**src/rtl/maze_pkt_ingress_pkg.sv**
```systemverilog
// maze_ingress_pkg: shared types and helpers for the MAZE packet ingress block.
//   pkt_entry_t : FIFO entry {type, src, tgt, data} at the default field widths
//   rr_pick     : round-robin selector over up to eight requesters
package maze_ingress_pkg;

  parameter int PKT_TYPE_W = 2;
  parameter int PKT_ID_W   = 6;
  parameter int PKT_FLIT_W = 8;
  localparam int MAX_CH    = 8;

  typedef struct packed {
    logic [PKT_TYPE_W-1:0] ptype;
    logic [PKT_ID_W-1:0]   src;
    logic [PKT_ID_W-1:0]   tgt;
    logic [PKT_FLIT_W-1:0] data;
  } pkt_entry_t;

  // First set bit of req at or after ptr, wrapping. Unused upper request bits
  // must be zero, so an 8-wide wrap behaves like a wrap at the channel count.
  function automatic logic [2:0] rr_pick(input logic [MAX_CH-1:0] req,
                                         input logic [2:0]        ptr);
    logic [2:0] idx;
    rr_pick = ptr;
    for (int k = MAX_CH - 1; k >= 0; k--) begin
      idx = ptr + 3'(k);
      if (req[idx]) rr_pick = idx;
    end
  endfunction

endpackage

```
**src/rtl/maze_pkt_ingress_if.sv**
```systemverilog
// maze_pkt_ingress_if: packed multi-channel packet input bus plus the merged
// output stream of the ingress block.
//   master : packet sources / downstream sink (drives in_*, out_rdy)
//   slave  : the ingress block (drives in_rdy, out_*)
interface maze_pkt_ingress_if #(
  parameter int NUM_CH = 2,
  parameter int TYPE_W = 2,
  parameter int ID_W   = 6,
  parameter int FLIT_W = 8,
  parameter int CH_W   = (NUM_CH > 1) ? $clog2(NUM_CH) : 1
);
  logic [NUM_CH-1:0]        in_vld;
  logic [NUM_CH-1:0]        in_qos;
  logic [NUM_CH*TYPE_W-1:0] in_type;
  logic [NUM_CH*ID_W-1:0]   in_src;
  logic [NUM_CH*ID_W-1:0]   in_tgt;
  logic [NUM_CH*FLIT_W-1:0] in_data;
  logic [NUM_CH-1:0]        in_rdy;

  logic                     out_vld;
  logic                     out_qos;
  logic [TYPE_W-1:0]        out_type;
  logic [ID_W-1:0]          out_src;
  logic [ID_W-1:0]          out_tgt;
  logic [FLIT_W-1:0]        out_data;
  logic [CH_W-1:0]          out_ch;
  logic                     out_rdy;

  modport master (
    output in_vld, in_qos, in_type, in_src, in_tgt, in_data, out_rdy,
    input  in_rdy, out_vld, out_qos, out_type, out_src, out_tgt, out_data, out_ch
  );

  modport slave (
    input  in_vld, in_qos, in_type, in_src, in_tgt, in_data, out_rdy,
    output in_rdy, out_vld, out_qos, out_type, out_src, out_tgt, out_data, out_ch
  );
endinterface

```
**src/rtl/maze_pkt_ingress_fifo.sv**
```systemverilog
// maze_pkt_fifo: synchronous FIFO with combinational head read.
//   push/wdata : write when push and not full
//   pop/rdata  : rdata shows the head; pop advances when not empty
//   empty/full : registered-pointer status, no same-cycle bypass
module maze_pkt_fifo #(
  parameter int DEPTH = 4,
  parameter int WIDTH = 8
) (
  input  logic             clk,
  input  logic             rst_n,
  input  logic             push,
  input  logic [WIDTH-1:0] wdata,
  input  logic             pop,
  output logic [WIDTH-1:0] rdata,
  output logic             empty,
  output logic             full
);
  localparam int AW = $clog2(DEPTH);
  localparam logic [AW:0] PTR_ONE = (AW + 1)'(1);

  logic [WIDTH-1:0] mem_q [DEPTH];
  logic [AW:0]      wptr_q, wptr_d;
  logic [AW:0]      rptr_q, rptr_d;

  // Extra pointer MSB distinguishes full from empty when the indices match.
  assign empty = (wptr_q == rptr_q);
  assign full  = (wptr_q[AW] != rptr_q[AW]) && (wptr_q[AW-1:0] == rptr_q[AW-1:0]);
  assign rdata = mem_q[rptr_q[AW-1:0]];

  always_comb begin
    wptr_d = wptr_q;
    rptr_d = rptr_q;
    if (push && !full) wptr_d = wptr_q + PTR_ONE;
    if (pop && !empty) rptr_d = rptr_q + PTR_ONE;
  end

  always_ff @(posedge clk or negedge rst_n) begin
    if (!rst_n) begin
      wptr_q <= '0;
      rptr_q <= '0;
    end else begin
      wptr_q <= wptr_d;
      rptr_q <= rptr_d;
    end
  end

  always_ff @(posedge clk) begin
    if (push && !full) mem_q[wptr_q[AW-1:0]] <= wdata;
  end
endmodule

```
**src/rtl/maze_pkt_ingress.sv**
```systemverilog
// maze_pkt_ingress: merges NUM_CH vld/rdy packet channels into one registered
// stream. Each channel owns a high and a low QoS FIFO; a round-robin arbiter
// serves the high class first, but after STARVE_MAX consecutive high grants
// with low traffic waiting, it forces one low grant.
//   clk, rst_n : clock, asynchronous active-low reset
//   io (slave) : in_* packed input channels with in_rdy backpressure,
//                out_* registered merged packet with out_ch source channel
module maze_pkt_ingress
  import maze_ingress_pkg::*;
#(
  parameter int NUM_CH     = 2,
  parameter int DEPTH      = 4,
  parameter int TYPE_W     = 2,
  parameter int ID_W       = 6,
  parameter int FLIT_W     = 8,
  parameter int STARVE_MAX = 8
) (
  input logic                clk,
  input logic                rst_n,
  maze_pkt_ingress_if.slave  io
);
  localparam int CH_W = (NUM_CH > 1) ? $clog2(NUM_CH) : 1;
  localparam int EW   = TYPE_W + 2 * ID_W + FLIT_W;
  localparam int NF   = 2 * NUM_CH;
  localparam logic [7:0] SMAX = 8'(STARVE_MAX);

  typedef struct packed {
    logic [TYPE_W-1:0] ptype;
    logic [ID_W-1:0]   src;
    logic [ID_W-1:0]   tgt;
    logic [FLIT_W-1:0] data;
  } entry_t;

  // FIFO index 2*ch+qos
  logic [NF-1:0] push_v, pop_v, empty_v, full_v;
  entry_t        wdata_v [NUM_CH];
  logic [EW-1:0] rdata_v [NF];

  logic              out_vld_q, out_vld_d;
  logic              out_qos_q, out_qos_d;
  entry_t            out_pkt_q, out_pkt_d;
  logic [CH_W-1:0]   out_ch_q, out_ch_d;
  logic [CH_W-1:0]   hi_ptr_q, hi_ptr_d, lo_ptr_q, lo_ptr_d;
  logic [7:0]        starve_cnt_q, starve_cnt_d;

  logic [NUM_CH-1:0] hi_req, lo_req, in_rdy_c;
  logic              any_hi, any_lo, load, grant_hi;
  logic [7:0]        hi_req8, lo_req8;
  logic [2:0]        hi_ptr8, lo_ptr8, hi_pick, lo_pick;
  logic [CH_W-1:0]   ptr_nxt;
  int                gnt_ch;
  entry_t            head;

  for (genvar c = 0; c < NUM_CH; c++) begin : g_ch
    assign wdata_v[c] = {io.in_type[c*TYPE_W +: TYPE_W], io.in_src[c*ID_W +: ID_W],
                         io.in_tgt[c*ID_W +: ID_W], io.in_data[c*FLIT_W +: FLIT_W]};
    for (genvar q = 0; q < 2; q++) begin : g_qos
      maze_pkt_fifo #(.DEPTH(DEPTH), .WIDTH(EW)) u_fifo (
        .clk   (clk),
        .rst_n (rst_n),
        .push  (push_v[2*c+q]),
        .wdata (wdata_v[c]),
        .pop   (pop_v[2*c+q]),
        .rdata (rdata_v[2*c+q]),
        .empty (empty_v[2*c+q]),
        .full  (full_v[2*c+q])
      );
    end
  end

  always_comb begin
    hi_req   = '0;
    lo_req   = '0;
    in_rdy_c = '0;
    push_v   = '0;
    for (int c = 0; c < NUM_CH; c++) begin
      hi_req[c]     = !empty_v[2*c+1];
      lo_req[c]     = !empty_v[2*c];
      // Ready depends on the offered class only, never on in_vld.
      in_rdy_c[c]   = io.in_qos[c] ? !full_v[2*c+1] : !full_v[2*c];
      push_v[2*c+1] = io.in_vld[c] & in_rdy_c[c] & io.in_qos[c];
      push_v[2*c]   = io.in_vld[c] & in_rdy_c[c] & !io.in_qos[c];
    end
    any_hi = |hi_req;
    any_lo = |lo_req;
    load   = (!out_vld_q || io.out_rdy) && (any_hi || any_lo);
    // Starvation only matters when low traffic is actually waiting.
    grant_hi = any_hi && ((starve_cnt_q < SMAX) || !any_lo);

    hi_req8 = '0;
    lo_req8 = '0;
    hi_ptr8 = '0;
    lo_ptr8 = '0;
    hi_req8[NUM_CH-1:0] = hi_req;
    lo_req8[NUM_CH-1:0] = lo_req;
    hi_ptr8[CH_W-1:0]   = hi_ptr_q;
    lo_ptr8[CH_W-1:0]   = lo_ptr_q;
    hi_pick = rr_pick(hi_req8, hi_ptr8);
    lo_pick = rr_pick(lo_req8, lo_ptr8);
    gnt_ch  = grant_hi ? int'(hi_pick) : int'(lo_pick);
    ptr_nxt = (gnt_ch >= NUM_CH - 1) ? '0 : CH_W'(gnt_ch + 1);

    pop_v = '0;
    head  = '0;
    for (int f = 0; f < NF; f++) begin
      if (f == 2 * gnt_ch + (grant_hi ? 1 : 0)) begin
        pop_v[f] = load;
        head     = rdata_v[f];
      end
    end

    out_vld_d    = out_vld_q;
    out_qos_d    = out_qos_q;
    out_pkt_d    = out_pkt_q;
    out_ch_d     = out_ch_q;
    hi_ptr_d     = hi_ptr_q;
    lo_ptr_d     = lo_ptr_q;
    starve_cnt_d = starve_cnt_q;
    if (load) begin
      out_vld_d = 1'b1;
      out_qos_d = grant_hi;
      out_pkt_d = head;
      out_ch_d  = CH_W'(gnt_ch);
      if (grant_hi) begin
        hi_ptr_d = ptr_nxt;
        if (starve_cnt_q < SMAX) starve_cnt_d = starve_cnt_q + 8'd1;
      end else begin
        lo_ptr_d     = ptr_nxt;
        starve_cnt_d = '0;
      end
    end else if (io.out_rdy) begin
      out_vld_d = 1'b0;
    end
    if (!any_lo) starve_cnt_d = '0;
  end

  always_ff @(posedge clk or negedge rst_n) begin
    if (!rst_n) begin
      out_vld_q    <= 1'b0;
      out_qos_q    <= 1'b0;
      out_pkt_q    <= '0;
      out_ch_q     <= '0;
      hi_ptr_q     <= '0;
      lo_ptr_q     <= '0;
      starve_cnt_q <= '0;
    end else begin
      out_vld_q    <= out_vld_d;
      out_qos_q    <= out_qos_d;
      out_pkt_q    <= out_pkt_d;
      out_ch_q     <= out_ch_d;
      hi_ptr_q     <= hi_ptr_d;
      lo_ptr_q     <= lo_ptr_d;
      starve_cnt_q <= starve_cnt_d;
    end
  end

  assign io.in_rdy   = in_rdy_c;
  assign io.out_vld  = out_vld_q;
  assign io.out_qos  = out_qos_q;
  assign io.out_type = out_pkt_q.ptype;
  assign io.out_src  = out_pkt_q.src;
  assign io.out_tgt  = out_pkt_q.tgt;
  assign io.out_data = out_pkt_q.data;
  assign io.out_ch   = out_ch_q;
endmodule

```
**src/flat_wrapper.sv**
```systemverilog
// flat-port wrapper written by rule: the top's interface ports become plain ports
module maze_pkt_ingress_flat import maze_ingress_pkg::*;
#(
  parameter int NUM_CH     = 2,
  parameter int DEPTH      = 4,
  parameter int TYPE_W     = 2,
  parameter int ID_W       = 6,
  parameter int FLIT_W     = 8,
  parameter int STARVE_MAX = 8
)
  (clk, rst_n, io_in_vld, io_in_qos, io_in_type, io_in_src, io_in_tgt, io_in_data, io_out_rdy, io_in_rdy, io_out_vld, io_out_qos, io_out_type, io_out_src, io_out_tgt, io_out_data, io_out_ch);
  maze_pkt_ingress_if #(.NUM_CH(NUM_CH), .TYPE_W(TYPE_W), .ID_W(ID_W), .FLIT_W(FLIT_W)) io_i ();
  input logic clk;
  input logic rst_n;
  input wire logic [$bits(io_i.in_vld)-1:0] io_in_vld;
  input wire logic [$bits(io_i.in_qos)-1:0] io_in_qos;
  input wire logic [$bits(io_i.in_type)-1:0] io_in_type;
  input wire logic [$bits(io_i.in_src)-1:0] io_in_src;
  input wire logic [$bits(io_i.in_tgt)-1:0] io_in_tgt;
  input wire logic [$bits(io_i.in_data)-1:0] io_in_data;
  input wire logic [$bits(io_i.out_rdy)-1:0] io_out_rdy;
  output wire logic [$bits(io_i.in_rdy)-1:0] io_in_rdy;
  output wire logic [$bits(io_i.out_vld)-1:0] io_out_vld;
  output wire logic [$bits(io_i.out_qos)-1:0] io_out_qos;
  output wire logic [$bits(io_i.out_type)-1:0] io_out_type;
  output wire logic [$bits(io_i.out_src)-1:0] io_out_src;
  output wire logic [$bits(io_i.out_tgt)-1:0] io_out_tgt;
  output wire logic [$bits(io_i.out_data)-1:0] io_out_data;
  output wire logic [$bits(io_i.out_ch)-1:0] io_out_ch;
  assign io_i.in_vld = io_in_vld;
  assign io_i.in_qos = io_in_qos;
  assign io_i.in_type = io_in_type;
  assign io_i.in_src = io_in_src;
  assign io_i.in_tgt = io_in_tgt;
  assign io_i.in_data = io_in_data;
  assign io_i.out_rdy = io_out_rdy;
  assign io_in_rdy = io_i.in_rdy;
  assign io_out_vld = io_i.out_vld;
  assign io_out_qos = io_i.out_qos;
  assign io_out_type = io_i.out_type;
  assign io_out_src = io_i.out_src;
  assign io_out_tgt = io_i.out_tgt;
  assign io_out_data = io_i.out_data;
  assign io_out_ch = io_i.out_ch;
  maze_pkt_ingress #(.NUM_CH(NUM_CH), .DEPTH(DEPTH), .TYPE_W(TYPE_W), .ID_W(ID_W), .FLIT_W(FLIT_W), .STARVE_MAX(STARVE_MAX)) u_core (.clk(clk), .rst_n(rst_n), .io(io_i));
endmodule
```
**config.mk**
```make
export PLATFORM = sky130hd
export DESIGN_NAME = maze_pkt_ingress_flat
export DESIGN_NICKNAME = d
export VERILOG_FILES = /design/src/rtl/maze_pkt_ingress_pkg.sv /design/src/rtl/maze_pkt_ingress_if.sv /design/src/rtl/maze_pkt_ingress_fifo.sv /design/src/rtl/maze_pkt_ingress.sv /design/src/flat_wrapper.sv
export SDC_FILE = /design/constraint.sdc
export NUM_CORES = 1
export LEC_CHECK = 0
export CORE_AREA = 2 2 195 293
export CTS_CLUSTER_DIAMETER = 150
export CTS_CLUSTER_SIZE = 40
export DETAILED_ROUTE_END_ITERATION = 6
export DIE_AREA = 0 0 197 295
export PLACE_DENSITY = 0.45
export SETUP_SLACK_MARGIN = 0.4
export SLEW_MARGIN = 20
export SYNTH_ARGS = -nofsm -noshare
export SYNTH_HDL_FRONTEND = slang
export SYNTH_SLANG_ARGS = --single-unit
```
**constraint.sdc**
```tcl
create_clock -name clk -period 6.65 [get_ports clk]
set_input_delay 1.33 -clock clk [delete_from_list [all_inputs] [get_ports clk]]
set_output_delay 1.33 -clock clk [all_outputs]
set_load 0.01 [all_outputs]
```
==> impl_results.md <==
- Via count: 7967
- Vias in the first global route: 8624
- Top cells by count, synth: edfxtp_1 (352), mux4_2 (88), dfrtp_1 (59)
- Flip-flop and latch area: 0.0121 mm^2
- RSZ-0062 raised after global routing: false
- Setup violators final: 0
- Chip width: 197 um
- Switching pwr: 2.61 mW
- Final Critical Period: 3.97 ns
- First-pass GRT wire length: 56600 um
- Die area: 0.0581 mm^2
- Net Sw Frac: 34.6%
- Final RePlAce weighted congestion: 0.733
- Clk sink count: 411
- Core area: 0.0554 mm^2
- Hold Startpoint: u_core.g_ch[0].g_qos[1].u_fifo.wptr_q[2]
- Largest net degree at the start of global routing: 60
- Diode count: 0
- Hold Violations, Final: 0
- Peak supply drop: 0.231 mV
- Pre-CTS setup slack: 2.71 ns
- Initial antenna violation count: 2
- Pre-Repair DR Iteration Count: 4
- Initial DRC count: 599
- Yosys top cell by area: edfxtp_1
- Die Ht: 295 um
- Final ANT Viol Nets: 0
- Hold Buf Count CTS: 0
- Routed wire length: 37800 um
- CP Launch Type: flop
- Setup TNS: 0 ns
- Ranking of synthesized cells by area: edfxtp_1 (64%), mux4_2 (12%), dfrtp_1 (8.9%)
- Slew Limit Fails: 0
- Port buffer count: 77
- Min-Delay Endpoint: u_core.g_ch[0].g_qos[1].u_fifo.wptr_q[2]
- Top cell type's share of synthesized area: 63.9%
- Post-route DRC: 0
- Worst endpoint data arrival time: 2.64 ns
- Area grow syn2layout: 12.7%
- Cell Pwr Density: 405 mW/mm^2
- Fillcell total: 5311
- R2R depth: 6
- FF-to-FF End: u_core.g_ch[0].g_qos[0].u_fifo.mem_q[1][17]
- Clock Power Share: 15.9%
- Via-per-instance ratio: 4.75
- Reg2reg start: u_core.g_ch[0].g_qos[0].u_fifo.rptr_q[0]
- Worst-path cell chain: xnor2_1 > nand2_1 > nor2_1 > mux2i_1 > clkdlybuf4s50_1
- Post-synth cell types: 53
- Area of the multi-input gates: 0.00417 mm^2
- Hold/Removal Path Class: flop to flop
- Rel. slew slack: 40.6%
- Worst-path clk slew: 0.15 ns
- Post-CTS setup buffers: 0
- Tcrit/Tclk final: 59.7%
- Drt wl/cell: 22.5 um
- Asr flop ratio synth: 14.4%
- Int Pwr: 4.94 mW
- Syn. warnings: 0
- Status: completed
- # nets final: 1040
- CP max stage delay: 0.95 ns
- Root buf cell: clkbuf_16
- Leak pwr: 6.15 nW
- R2R Setup Slk: 3.37 ns
- Count leader, synth: edfxtp_1
- Seq/Total Area, Yosys: 72.8%
- Row count: 106
- I/O pin count: 78
- CTS buffer count: 14
- DP HPWL: 25800 um
- Post_cts resized: 0
- Grt total ovfl: 0
- Combinational share of power: 37.5%
- Layout cell share with drive strength beyond 1: 16.7%
- Clock Skews: 0.0576 ns
- Worst EP required: 5.32 ns
- Worst Setup Slack, final: 2.68 ns
- Htree depth: 1
- Crit path max-delay cell type: dfrtp_2
- Hold Crit Depth: 1
- Maximum clock frequency: 0.252 GHz
- Post-synth net total: 965
- CTS tree: yes
- Worst-Margin Slew: 0.888 ns
- Max_cap viols: 0
- Mapped Area: 0.0165 mm^2
- Post-synth EDFFs: 352
- Tot GR Track Use: 13.2%
- Cell count after synthesis: 893
- Synth Register Bits: 411
- Reg power frac: 46.6%
- Worst Setup End Kind: output port
- Initial cell density of the core: 29.8%
- Max Buffers Root-to-Sink: 3
- Dominant synthesized flop cell: edfxtp_1
- Clock latency on the worst-skew pair: 0.56 ns
- CP Max Fanout: 25
- Syn Area/Cell: 18.5 um^2
- Crit Path Class: flop to output port
stage by stage:
stage / instance area, um^2 / cells / utilization [%] / hold slack (ns) / power (mW)
2_1_floorplan: 16500 / 893 / - / 0.462 / 5.42
3_3_place_gp: 18200 / 1654 / 32.8 / 0.469 / 6.47
3_5_place_dp: 18200 / 1654 / 32.8 / 0.472 / 6.50
4_1_cts: 18600 / 1678 / 33.6 / 0.500 / 7.71
5_1_grt: 18600 / 1678 / 33.6 / 0.511 / 8.02
6_report: 18600 / 1678 / 33.6 / 0.499 / 7.55
state kept, by name, summed over array words and instances, names as in the netlist, 2 cells and up:
signal,count
u_core.g_ch.g_qos.u_fifo.mem_q,352
u_core.g_ch.g_qos.u_fifo.rptr_q,12
u_core.g_ch.g_qos.u_fifo.wptr_q,12
u_core.io.out_data,8
u_core.io.out_src,6
u_core.io.out_tgt,6
u_core.io.out_type,2
u_core.starve_cnt_q,8
kinds of logic after synthesis:
group	Yosys count	share of synthesized area [%]
adders and majority gates	21	1.59
AOI/OAI and AO/OA	111	4.30
buffers and inverters	79	2.09
muxes	95	12.5
xor gates and xnor gates	28	1.89
DFF	411	72.8
and+or+nand+nor	148	4.84
worst max-delay path, delay by kind of cell (launching register included):
kind          cells  cell delay (ns)
xor+xnor          1             0.23
buf+inv           1             0.49
flops             1             0.95
mux               1             0.11
simple gates      2             0.28
worst max-delay path by stage:
stage	start	endpoint	cells after the start
detailed placement	io_in_qos[0]	io_in_rdy[0]	3
finish	u_core.g_ch[0].g_qos[0].u_fifo.rptr_q[0]	io_in_rdy[0]	5
global route	u_core.g_ch[0].g_qos[0].u_fifo.rptr_q[0]	io_in_rdy[0]	5
floorplan	io_in_qos[0]	io_in_rdy[0]	1
global placement	io_in_qos[0]	io_in_rdy[0]	3
CTS	u_core.g_ch[0].g_qos[0].u_fifo.rptr_q[0]	io_in_rdy[0]	5
metal layers:
layer	track usage, %	wire (um)	up-vias
li1	-	-	3639
met1	16.8	16100	4194
met2	23.8	19900	97
met3	1.45	1050	33
met4	3.45	791	4
met5	0	25	-
area by class of cell:
| cell class | count | area share [%] |
|---|---|---|
| clock buffer | 23 | 2.17 |
| clock inverter | 1 | 0.161 |
| inverter | 31 | 0.624 |
| multi-input combinational | 403 | 22.4 |
| sequential | 411 | 64.6 |
| tap | 702 | 4.71 |
| timing repair buffer | 107 | 5.32 |
power groups by stage:
stage / logic, mW / registers (mW) / clock network, mW
global route: 3.11 / 3.57 / 1.34
floorplan: 1.95 / 3.47 / 0
detailed placement: 2.91 / 3.59 / 0
global placement: 2.89 / 3.58 / 0
finish: 2.83 / 3.51 / 1.20
CTS: 2.92 / 3.53 / 1.26
cells in the final DEF, fill, tap and decap left out, types with 2 or more instances in the layout:
cell	count
a21boi_0	14
a21boi_1	7
a21o_1	2
a21oi_1	46
and2_1	14
and2_2	2
and3_1	30
buf_4	30
clkbuf_1	8
clkbuf_16	15
clkdlybuf4s50_1	76
dfrtp_1	55
dfrtp_2	4
edfxtp_1	352
ha_1	21
inv_1	31
mux2_2	3
mux2i_1	3
mux4_2	88
nand2_1	20
nand3_1	10
nand4_1	21
nor2_1	35
nor3_1	2
nor3b_1	2
o21ai_0	9
o21ai_2	2
o31ai_1	22
xnor2_1	16
xnor2_2	4
xnor2_4	2
xor2_1	6
Power figures use the tool's default switching activity.
